$ cat config.mk
export PLATFORM = sky130hd
export DESIGN_NAME = feature_scan_controller
export DESIGN_NICKNAME = d
export VERILOG_FILES = /design/src/rtl/feature_scan_controller.sv
export SDC_FILE = /design/constraint.sdc
export NUM_CORES = 1
export LEC_CHECK = 0
export ABC_AREA = 1
export CORE_AREA = 2 2 39 41
export CTS_BUF_LIST = sky130_fd_sc_hd__clkbuf_8
export DETAILED_ROUTE_END_ITERATION = 6
export DIE_AREA = 0 0 41 43
export GPL_TIMING_DRIVEN = 1
export PLACE_DENSITY = 0.56
export SLEW_MARGIN = 25
export SYNTH_ARGS = -nofsm -noshare
export SYNTH_HDL_FRONTEND = slang
export SYNTH_SLANG_ARGS = --single-unit
$ cat constraint.sdc
create_clock -name clk -period 2.1 [get_ports clk]
set_input_delay 0.21 -clock clk [delete_from_list [all_inputs] [get_ports clk]]
set_output_delay 0.21 -clock clk [all_outputs]
set_load 0.05 [all_outputs]
$ cat src/rtl/feature_scan_controller.sv
// Walks every (node, feature) pair in row-major order over a valid/ready
// handshake, flags the last feature / last pair, then pulses done.
module feature_scan_controller #(
  parameter int FEATURE_LAST = 3,
  parameter int NODE_LAST    = 3,
  parameter int FW = (FEATURE_LAST > 0) ? $clog2(FEATURE_LAST + 1) : 1,
  parameter int NW = (NODE_LAST > 0) ? $clog2(NODE_LAST + 1) : 1
) (
  input  logic          clk,
  input  logic          reset,
  input  logic          start,
  input  logic          abort,
  input  logic          out_ready,
  output logic          out_valid,
  output logic [NW-1:0] node_idx,
  output logic [FW-1:0] feature_idx,
  output logic          last_feature,
  output logic          last_pair,
  output logic          busy,
  output logic          done
);

  typedef enum logic [1:0] {IDLE, SCAN, DONE} state_t;

  localparam logic [FW-1:0] FEAT_MAX = FW'(FEATURE_LAST);
  localparam logic [NW-1:0] NODE_MAX = NW'(NODE_LAST);

  state_t        state_q, state_d;
  logic [FW-1:0] feat_q, feat_d;
  logic [NW-1:0] node_q, node_d;

  always_ff @(posedge clk or negedge reset) begin
    if (!reset) begin
      state_q <= IDLE;
      feat_q  <= '0;
      node_q  <= '0;
    end else begin
      state_q <= state_d;
      feat_q  <= feat_d;
      node_q  <= node_d;
    end
  end

  always_comb begin
    state_d = state_q;
    feat_d  = feat_q;
    node_d  = node_q;
    case (state_q)
      IDLE: begin
        // abort wins over a simultaneous start
        if (start && !abort) begin
          state_d = SCAN;
          feat_d  = '0;
          node_d  = '0;
        end
      end
      SCAN: begin
        if (abort) begin
          state_d = IDLE;
          feat_d  = '0;
          node_d  = '0;
        end else if (out_ready) begin
          if (feat_q < FEAT_MAX) begin
            feat_d = feat_q + 1'b1;
          end else begin
            feat_d = '0;
            if (node_q < NODE_MAX) begin
              node_d = node_q + 1'b1;
            end else begin
              node_d  = '0;
              state_d = DONE;
            end
          end
        end
      end
      DONE: begin
        state_d = IDLE;
      end
      default: begin
        state_d = IDLE;
        feat_d  = '0;
        node_d  = '0;
      end
    endcase
  end

  always_comb begin
    out_valid    = (state_q == SCAN);
    busy         = (state_q == SCAN);
    done         = (state_q == DONE);
    node_idx     = node_q;
    feature_idx  = feat_q;
    last_feature = out_valid && (feat_q == FEAT_MAX);
    last_pair    = last_feature && (node_q == NODE_MAX);
  end

endmodule
**Yosys cells after proc, flatten, opt, wreduce, memory -nomap -nowiden**

Cells that the tools add are included.

- Register bits after elaboration: 6
- Memories: 0
- Bits in latches: 0
- Bits in read-only memories: 0
- Input port bits: 5
- Word-level logic and storage cells: 40
- Memory bits (writable): 0

- Shifts and indexed selects: 0
- Div/mod/pow operators: 0
- Bitwise logic cells: 1
- Mux-type cells: 16
- Reductions and logical operators: 8
- $lt $le $gt $ge: 2
- Eq/ne operators: 8
- Add/subtract/negate cells: 2
- $mul: 0

Operators with widths:

| kind | count |
|---|---|
| 2-bit 2-to-1 mux | 13 |
| 2-bit case mux with 3 select lines | 2 |
| 3-bit != test, second input constant | 3 |
| 4-bit AND reduction | 2 |
| 2-bit == test, second input constant | 3 |
| 2-bit by 1-bit adder with 2-bit output, second input constant | 2 |
| 2-bit < comparator, second input constant | 2 |
| 2-bit case mux with 2 select lines | 1 |
| 1-bit logical AND | 3 |
| 3-bit AND reduction | 1 |
| 2-bit by 1-bit == test with 1-bit output, second input constant | 1 |
| 2-bit zero test | 1 |
| 2-bit != test, second input constant | 1 |
| 1-bit zero test | 1 |
| 1-bit inverter | 1 |

**Longest topological paths before layout**

Gate-level depths: netlist (run 1).

- Depth after elaboration: 6
- Depth in mapped cells: 8
- Depth with buffers taken out: 8

**Least setup slack after synthesis (run 1)**

OpenSTA, ideal clock, no wires.

- Path kind: register to output
- Start: reg feat_q[0] (netlist: feature_idx[0])
- End: out last_pair
- Stages on the path, launching flop included: 4
- Required time: 1,890 ps
- Arrival time: 2,079 ps
- Setup slack: -189 ps
- Cells stage by stage: dfrtp_1 > ha_1 > inv_1 > nor3_1

- Cells in the longest elaborated chain, start to end: 3

RTL lines:

| what | RTL line | text |
|---|---|---|
| start, declared | 29 | `logic [FW-1:0] feat_q, feat_d;` |
| start signal, assigned | 39 | `feat_q <= feat_d;` |
| 2-bit == test | 93 | `last_feature = out_valid && (feat_q == FEAT_MAX);` |
| 1-bit logical AND | 93 |  |
| 1-bit logical AND | 94 | `last_pair = last_feature && (node_q == NODE_MAX);` |
| end, declared | 18 | `output logic last_pair,` |

No other way between the ends.

**Worst setup path after layout (run 1)**

- Start: reg state_q[0]
- End: out out_valid

- Cells in the longest elaborated chain, start to end: 1

RTL lines:

| what | RTL line | text |
|---|---|---|
| start, declared | 28 | `state_t state_q, state_d;` |
| start signal, assigned | 38 | `state_q <= state_d;` |
| 2-bit by 1-bit == test with 1-bit output | 88 | `out_valid = (state_q == SCAN);` |
| end, declared | 14 | `output logic out_valid,` |

No other way between the ends.

==> out/metrics.csv, run 1 <==
stage,metric,value,unit
sta,Final setup viols,0,
synthesis,Yosys cell types,14,
finish,share of layout cells above drive strength 1,25.0,%
worst_hold_path,Hold Path Class,input pin to asynchronous set/reset pin,
worst_setup_path,Critical Path RT,1.89,ns
synthesis,main combinational cell family by area after synthesis,simple AND/OR/NAND/NOR gates,
route,DR iter-0 viols,1,
route,drt via density,4.36,
finish,filler instances,145,
worst_setup_path,R2R Setup Slk,0.93,ns
route,drt drc,0,
sta,Tmin final,1.88,ns
cts,Clock transition at path regs,0.03,ns
floorplanning,die area,1760,um^2
cts,hold-fix buffers at CTS,0,
run,max_cap viols,0,
synthesis,Synth Instances,57,
finish,Ant. Diodes,0,
synthesis,sequential area share after synthesis,35.6,%
cts,H-tree Lvls,1,
route,post-route ant nets,0,
sta,Worst-Margin Slew,0.500,ns
cts,post-CTS setup repair buffer count,0,
finish,final instance area,606,um^2
synthesis,portion of netlist area occupied by mux cells,0,%
worst_setup_path,critical path capture point type,primary output,
placed_design,dpl cell area,564,um^2
sta,Final WS setup,0.218,ns
worst_setup_path,CP startpoint,state_q[0],
run_status,status,"complete, no violations",
power,leakage power,0.297,nW
finish,area grow syn2layout,43.6,%
synthesis,synth warn,0,
floorplanning,Die X,41,um
grt,largest net degree at the start of global routing,7,
cts,Clock Sinks,6,
floorplanning,I/O pins,14,
cts,cts bufs inserted,3,
route,Avg WL per Cell,9.58,um
cts,clk buf depth,2,
worst_setup_path,CP max FO,5,
synthesis,"flops & latches, synth",6,
synthesis,Synthesized Nets,64,
grt,GR Util All Layers,12.2,%
placed_design,DP HPWL,726,um
sta,Final Skew,0.000319,ns
finish,"Net count, final",81,
cts,TritonCTS clock tree,yes,
worst_setup_path,critical path class,flop to primary output,
grt,vias in the first global route,374,
cts,Clock Tree Root,clkbuf_8,
cts,post-CTS sizing,0,
worst_setup_path,reg2reg path depth,6,
sta,max-slew violation count,0,
floorplanning,FP Rows,14,
worst_setup_path,beginning of the worst register-to-register path,feature_idx[0],
route,WL final,843,um
floorplanning,core area,1380,um^2
synthesis,synthesized-area fraction occupied by adder cells,5.93,%
grt,first-pass GRT wire length,1410,um
worst_setup_path,Startpoint Class,flop,
grt,initial antenna violation count,0,
cts,worst skew pair latency,0.22,ns
finish,"commonest non-fill, non-tap cell in the layout",nand2_1,
sta,Fmax,0.531,GHz
floorplanning,Initial Util,30.5,%
worst_setup_path,crit path DAT,1.67,ns
placed_design,worst slack at placement,0.442,ns
finish,most frequent cells in the layout,"16 x nand2_1, 11 x clkdlybuf4s50_1, 8 x nor2_1",
sta,Tcrit/Tclk final,89.6,%
power,VDD IR max,0.499,mV
grt,total gr overflow,0,
synthesis,Synth area leader,dfrtp_1,
route,via count,384,
synthesis,Synth area leaders,"dfrtp_1 36%, nand2_1 14%, nor2_1 7.1%",
sta,worst rel slew slack,66.6,%
sta,post-route setup TNS,0,ns
synthesis,post-synthesis simple-gate area fraction,41.5,%
synthesis,compound-cell area share of the yosys netlist,8.01,%
synthesis,XOR/XNOR share of the synthesized area,0,%
sta,Fin. Hold Viols,0,
power,cell area power density,1520,nW/um^2
floorplanning,Die Y-Extent,43,um
synthesis,area share of the largest cell type after synthesis,35.6,%
placed_design,I/O Buffers,13,
synthesis,Mean Syn Cell Area,7.40,um^2
worst_setup_path,reg2reg end,node_idx[0],
synthesis,synthesized area,422,um^2
placed_design,GPL Wtd Cong,0.680,
sta,RSZ-0062 raised after global routing,no,
route,DRT Pass-1 Iters,2,
## cells by family after synthesis
| logic type | after synthesis |
|---|---|
| AND/OR/NAND/NOR | 37 |
| buffers and inverters | 9 |
| flip-flops | 6 |
| AO/OA/AOI/OAI | 3 |
| adder cells (fa/ha/maj) | 2 |
## worst max-delay path: stages, from the launching register on
cell,delay [ns]
dfrtp_1,0.42
inv_2,0.09
nor2_4,0.12
clkdlybuf4s50_1,0.81
## worst max-delay path by stage
stage | endpoint | slack [ns] | depth (start not counted)
floorplan | last_pair | 0.23 | 3
global placement | busy | 0.44 | 3
detailed placement | out_valid | 0.44 | 3
CTS | out_valid | 0.21 | 3
global route | busy | 0.14 | 3
finish | out_valid | 0.22 | 3
## synth_stat cells
cell	n
o21ai_4	1
nand3_1	3
nor2_4	2
nand4_1	2
buf_4	1
o21ai_2	2
dfrtp_1	6
inv_2	3
ha_1	2
nor2_1	8
nand2_2	4
nor3_1	2
nand2_1	16
inv_1	5
## stage by stage
step | hold slack, ns | std cells | total power, mW | util, %
2_1_floorplan | -0.0856 | 57 | 0.623 | -
3_3_place_gp | 0.469 | 85 | 0.762 | 40.8
3_5_place_dp | 0.472 | 85 | 0.762 | 40.8
4_1_cts | 0.242 | 88 | 0.933 | 43.8
5_1_grt | 0.258 | 88 | 0.991 | 43.8
6_report | 0.234 | 88 | 0.923 | 43.8
## flip-flops by register name, summed over array words and instances, names as in the netlist
name / count
feature_idx: 2
node_idx: 2
state_q: 2
## routing by layer
metal	GRT usage [%]	vias to the layer above	part of all wire, %
met5	0	-	0
met4	10.0	0	0.95
met3	3.14	2	4.5
met2	17.5	9	44
met1	14.2	160	50
li1	-	213	-
## final cells by class
class                           instances  area [um^2]  area share (%)
Sequential cell                         6          150            24.8
Clock buffer                            3         41.3            6.82
Inverter                                8         30.0            4.96
Timing Repair Buffer                   13          125            20.7
Tap cell                               16         20.0            3.31
Multi-Input combinational cell         42          239            39.5
## power breakdown
part           leakage, nW  total [mW]  switching, mW  internal [mW]
registers           0.0802       0.209         0.0518          0.157
logic                0.195       0.548          0.368          0.180
clock network       0.0216       0.166         0.0433          0.123
total                0.297       0.923          0.463          0.459
(Power assumes the default switching activity.)
==> inputs of run 2 (changes only) <==
Settings changed: GPL_TIMING_DRIVEN 1 to 0.
==> run 2 against run 1 <==
  * Clock skew about the same
  * Non-clock buffer count grew 1
  * Die area is the same
  * Sequential cell count is the same
  * Critical endpoint unchanged
==> out/metrics.csv, run 2 (synthesis gave the netlist of run 1 again) <==
stage,metric,value,unit,change
finish,most frequent cells in the layout,"16 x nand2_1, 11 x clkdlybuf4s50_1, 8 x nor2_1",,
sta,Final setup viols,0,,unchanged
power,Clock Power Share,17.6,%,-0.4 points
run,max_cap viols,0,,unchanged
sta,Tcrit/Tclk final,93.5,%,+3.9 points
route,drt via density,4.31,,-1.1%
floorplanning,I/O pins,14,,unchanged
route,via count,384,,unchanged
power,sequential power share,22.2,%,-0.4 points
power,Comb pwr share,60.1,%,+0.7 points
worst_setup_path,"slowest stage delay, CP",0.78,ns,-0.03 ns
worst_setup_path,crit path DAT,1.75,ns,+0.08 ns
sta,Worst-Margin Slew,0.501,ns,+0.00113 ns
grt,initial antenna violation count,0,,unchanged
cts,post-CTS setup repair buffer count,0,,unchanged
sta,post-route setup TNS,0,ns,unchanged
sta,RSZ-0062 raised after global routing,no,,
route,post-route ant nets,0,,unchanged
placed_design,GPL Wtd Cong,0.712,,+4.8%
power,cell area power density,1510,nW/um^2,-1.2%
worst_setup_path,R2R Setup Slk,0.95,ns,+0.02 ns
worst_setup_path,reg2reg path depth,6,,unchanged
finish,"Net count, final",82,,+1.2%
worst_setup_path,Critical-path top delay cell,clkdlybuf4s50_1,,
sta,Fin. Hold Viols,0,,unchanged
worst_hold_path,Hold Path Class,input pin to asynchronous set/reset pin,,
sta,Fmax,0.509,GHz,-4.1%
grt,total gr overflow,0,,unchanged
floorplanning,die area,1760,um^2,unchanged
floorplanning,core area,1380,um^2,unchanged
sta,Final Skew,0.000187,ns,-0.000131 ns
finish,final cell count without fillers,89,,+1.1%
cts,Clock transition at path regs,0.03,ns,about the same
cts,cts bufs inserted,3,,unchanged
placed_design,DP HPWL,715,um,-1.5%
sta,Fin Hold WS,0.233,ns,-0.00162 ns
grt,vias in the first global route,347,,-7.2%
power,leakage power,0.335,nW,+13%
worst_setup_path,reg2reg end,node_idx[0],,
cts,Clock Sinks,6,,unchanged
route,WL final,849,um,+0.71%
worst_setup_path,Critical Path RT,1.89,ns,about the same
route,DRT Pass-1 Iters,4,,+2
sta,Tmin final,1.96,ns,+0.0810 ns
cts,hold-fix buffers at CTS,0,,unchanged
sta,max-slew violation count,0,,unchanged
grt,first-pass GRT wire length,1400,um,-0.50%
placed_design,I/O Buffers,13,,unchanged
power,VDD IR max,0.625,mV,+25%
worst_setup_path,CP max FO,5,,unchanged
cts,H-tree Lvls,1,,unchanged
worst_setup_path,critical path class,flop to primary output,,
finish,final core utilization,45.0,%,+1.3 points
placed_design,placed cell count,86,,+1.2%
grt,largest net degree at the start of global routing,7,,unchanged
worst_setup_path,Startpoint Class,flop,,
grt,GR Util All Layers,11.7,%,-0.42 points
power,switch share,49.7,%,-0.47 points
finish,Ant. Diodes,0,,unchanged
floorplanning,Initial Util,30.5,%,unchanged
cts,TritonCTS clock tree,yes,,
worst_setup_path,crit path cell chain,inv_2 > nor2_4 > buf_4 > clkdlybuf4s50_1,,
finish,"commonest non-fill, non-tap cell in the layout",nand2_1,,
power,total power,0.938,mW,+1.7%
cts,Clock Tree Root,clkbuf_8,,
run_status,status,"complete, no violations",,
sta,worst rel slew slack,66.5,%,about the same
floorplanning,FP Rows,14,,unchanged
route,Avg WL per Cell,9.54,um,-0.42%
worst_setup_path,beginning of the worst register-to-register path,feature_idx[0],,
cts,clk buf depth,2,,unchanged
route,drt drc,0,,unchanged
floorplanning,Die X,41,um,unchanged
finish,area grow syn2layout,47.8,%,
finish,share of layout cells above drive strength 1,23.3,%,-1.7 points
power,Internal Power,0.472,mW,+2.7%
power,NetSw,0.467,mW,+0.76%
route,DR iter-0 viols,4,,+3
worst_setup_path,critical path capture point type,primary output,,
floorplanning,Die Y-Extent,43,um,unchanged
cts,worst skew pair latency,0.22,ns,about the same
cts,post-CTS sizing,0,,unchanged
-- run 2: power groups by stage --
stage / clock [mW] / combinational [mW] / sequential (mW)
5_1_grt: 0.173 / 0.620 / 0.217
3_3_place_gp: 0 / 0.566 / 0.208
2_1_floorplan: 0 / 0.331 / 0.291
4_1_cts: 0.172 / 0.573 / 0.209
6_report: 0.166 / 0.564 / 0.209
3_5_place_dp: 0 / 0.571 / 0.210
-- run 2: cell type report --
cell class,instances,area (um^2)
clock buffers,3,41.3
fillers,157,761
inverters,8,30.0
repair buffers,13,135
well taps,16,20.0
multi-input cells,42,239
plain buffers,1,7.51
flip-flops and latches,6,150
-- run 2: per-stage QoR --
stage	setup slack (ns)	instance area, um^2
2_1_floorplan	0.227	427
3_3_place_gp	0.255	577
3_5_place_dp	0.255	577
4_1_cts	0.0163	618
5_1_grt	0.0709	623
6_report	0.137	623
-- run 2: worst max-delay path by stage --
stage | from | end | slack (ns) | depth (start not counted)
floorplan | feature_idx[0] | last_pair | 0.23 | 3
global placement | feature_idx[0] | last_pair | 0.25 | 4
detailed placement | feature_idx[0] | last_pair | 0.25 | 4
CTS | feature_idx[0] | last_pair | 0.02 | 4
global route | state_q[0] | out_valid | 0.07 | 4
finish | state_q[0] | out_valid | 0.14 | 4
-- run 2: metal layers --
metal  up-vias  track usage, %  wire length, um
met5         -               0                0
met3         0            1.57               57
met4         0            8.00                0
met1       156            17.2              425
met2        15            15.3              365
li1        213               -                -
-- run 2: critical path, delay by kind of cell, from the launching register on --
| family | cells | cell delay, ns |
|---|---|---|
| buffers and inverters | 3 | 0.99 |
| DFF | 1 | 0.42 |
| and+or+nand+nor | 1 | 0.13 |
==> inputs of run 3 (changes only) <==
Settings changed: CELL_PAD_IN_SITES_DETAIL_PLACEMENT set to 1, CELL_PAD_IN_SITES_GLOBAL_PLACEMENT set to 1, CTS_CLUSTER_SIZE set to 24, PLACE_DENSITY 0.56 to 0.76.
==> run 3 against run 2 <==
  * Clock skew about the same
  * Sequential cell count unchanged
  * Global-route usage up 2.5 points
  * Worst hold slack worse by 0.0028 ns
  * Register-to-register slack worse by 0.03 ns
  * Clock-buffer cell count unchanged
  * Critical path depth unchanged
  * Wire length up 15%
  * Sequential share of layout area up 0.15 points
  * First-iteration DRC count down 100%
  * Via count up 5.5%
==> out/metrics.csv, run 3 (synthesis gave the netlist of run 1 again) <==
stage,metric,value,unit,change
finish,Ant. Diodes,0,,unchanged
placed_design,DP HPWL,838,um,+17%
sta,Final Skew,0.000522,ns,+0.000335 ns
grt,vias in the first global route,425,,+22%
route,post-route ant nets,0,,unchanged
route,DRT Pass-1 Iters,1,,-3
floorplanning,I/O pins,14,,unchanged
worst_setup_path,CP max FO,5,,unchanged
cts,clk buf depth,2,,unchanged
grt,total gr overflow,0,,unchanged
power,VDD IR max,0.560,mV,-10%
route,Avg WL per Cell,11.0,um,+15%
placed_design,I/O Buffers,13,,unchanged
floorplanning,die area,1760,um^2,unchanged
run_status,status,"complete, no violations",,
worst_hold_path,Hold Path Class,input pin to asynchronous set/reset pin,,
finish,share of layout cells above drive strength 1,23.3,%,unchanged
placed_design,dpl cell area,577,um^2,unchanged
finish,final instance area,619,um^2,-0.60%
cts,TritonCTS clock tree,yes,,
sta,Fin. Hold Viols,0,,unchanged
sta,RSZ-0062 raised after global routing,no,,
cts,Clock transition at path regs,0.03,ns,about the same
floorplanning,core area,1380,um^2,unchanged
finish,area grow syn2layout,46.9,%,
cts,cts bufs inserted,3,,unchanged
finish,most frequent cells in the layout,"16 x nand2_1, 11 x clkdlybuf4s50_1, 8 x nor2_1",,
cts,Clock Sinks,6,,unchanged
sta,worst rel slew slack,66.3,%,-0.24 points
worst_setup_path,critical path class,flop to primary output,,
finish,final cell count without fillers,89,,unchanged
power,leakage power,0.321,nW,-4.1%
placed_design,placed cell count,86,,unchanged
finish,"Net count, final",82,,unchanged
route,DR iter-0 viols,0,,-4
route,drt drc,0,,unchanged
grt,initial antenna violation count,0,,unchanged
floorplanning,Die X,41,um,unchanged
worst_setup_path,crit path DAT,1.76,ns,about the same
floorplanning,Initial Util,30.5,%,unchanged
sta,Tmin final,1.97,ns,+0.0100 ns
sta,Tcrit/Tclk final,94.0,%,+0.48 points
grt,largest net degree at the start of global routing,7,,unchanged
sta,post-route setup TNS,0,ns,unchanged
cts,worst skew pair latency,0.22,ns,about the same
finish,filler instances,180,,+15%
grt,first-pass GRT wire length,1700,um,+21%
placed_design,GPL Wtd Cong,0.715,,+0.32%
worst_setup_path,Startpoint Class,flop,,
finish,"commonest non-fill, non-tap cell in the layout",nand2_1,,
sta,Worst-Margin Slew,0.504,ns,+0.00283 ns
sta,Final setup viols,0,,unchanged
worst_setup_path,Critical Path RT,1.89,ns,about the same
cts,H-tree Lvls,1,,unchanged
sta,Fmax,0.507,GHz,-0.51%
sta,max-slew violation count,0,,unchanged
route,via count,405,,+5.5%
finish,final core utilization,44.8,%,-0.27 points
grt,GR Util All Layers,14.3,%,+2.5 points
cts,Clock Tree Root,clkbuf_8,,
run,max_cap viols,0,,unchanged
route,drt via density,4.55,,+5.5%
floorplanning,Die Y-Extent,43,um,unchanged
floorplanning,FP Rows,14,,unchanged
power,cell area power density,1530,nW/um^2,+1.4%
route,WL final,980,um,+15%
worst_setup_path,critical path capture point type,primary output,,
-- run 3: where the power goes --
| group | leakage [nW] | total, mW | switching [mW] | internal [mW] |
|---|---|---|---|---|
| Combinational | 0.219 | 0.569 | 0.377 | 0.192 |
| Clock | 0.0216 | 0.166 | 0.0437 | 0.123 |
| Sequential | 0.0802 | 0.210 | 0.0530 | 0.157 |
-- run 3: worst max-delay path, stage by stage (launching register included) --
cell             delay [ns]
dfrtp_1                0.43
inv_2                  0.09
nor2_4                 0.12
buf_4                  0.12
clkdlybuf4s50_1        0.79
-- run 3: path summary, 6_finish.rpt --
path,from,endpoint,slack (ns),cells past startpoint
max,state_q[0],out_valid,0.13,4
min,reset,state_q[0],0.23,1
max reg2reg,feature_idx[0],node_idx[1],0.92,6
min reg2reg,node_idx[1],node_idx[1],0.53,2
max in group asynchronous,reset,node_idx[1],1.67,1
min in group clk,node_idx[1],node_idx[1],0.53,2
-- run 3: what timing repair did --
item                       CTS  global route
resized for setup            1             1
hold buffers                 0             0
setup endpoints to repair    1             1
setup buffers                0             0
-- run 3: layout make-up --
type	instances	area [um^2]	share of cell area [%]
tap	16	20.0	3.23
sequential	6	150	24.2
timing repair buffer	13	131	21.2
buffer	1	7.51	1.21
multi-input combinational	42	239	38.6
inverter	8	30.0	4.85
clock buffer	3	41.3	6.67
-- run 3: per-stage QoR --
stage               total power [mW]  hold WS (ns)  setup slack, ns
global route                    1.02         0.249           0.0322
global placement               0.773         0.465            0.243
CTS                            0.963         0.235           0.0404
floorplan                      0.623       -0.0856            0.227
finish                         0.945         0.230            0.127
detailed placement             0.789         0.471            0.208
-- run 3: layer usage --
layer,wire length [um],global-route usage [%],vias to the layer above
met2,509,22.8,11
met5,0,0,-
li1,-,-,212
met4,0,8.00,0
met1,423,16.6,182
met3,47,3.14,0
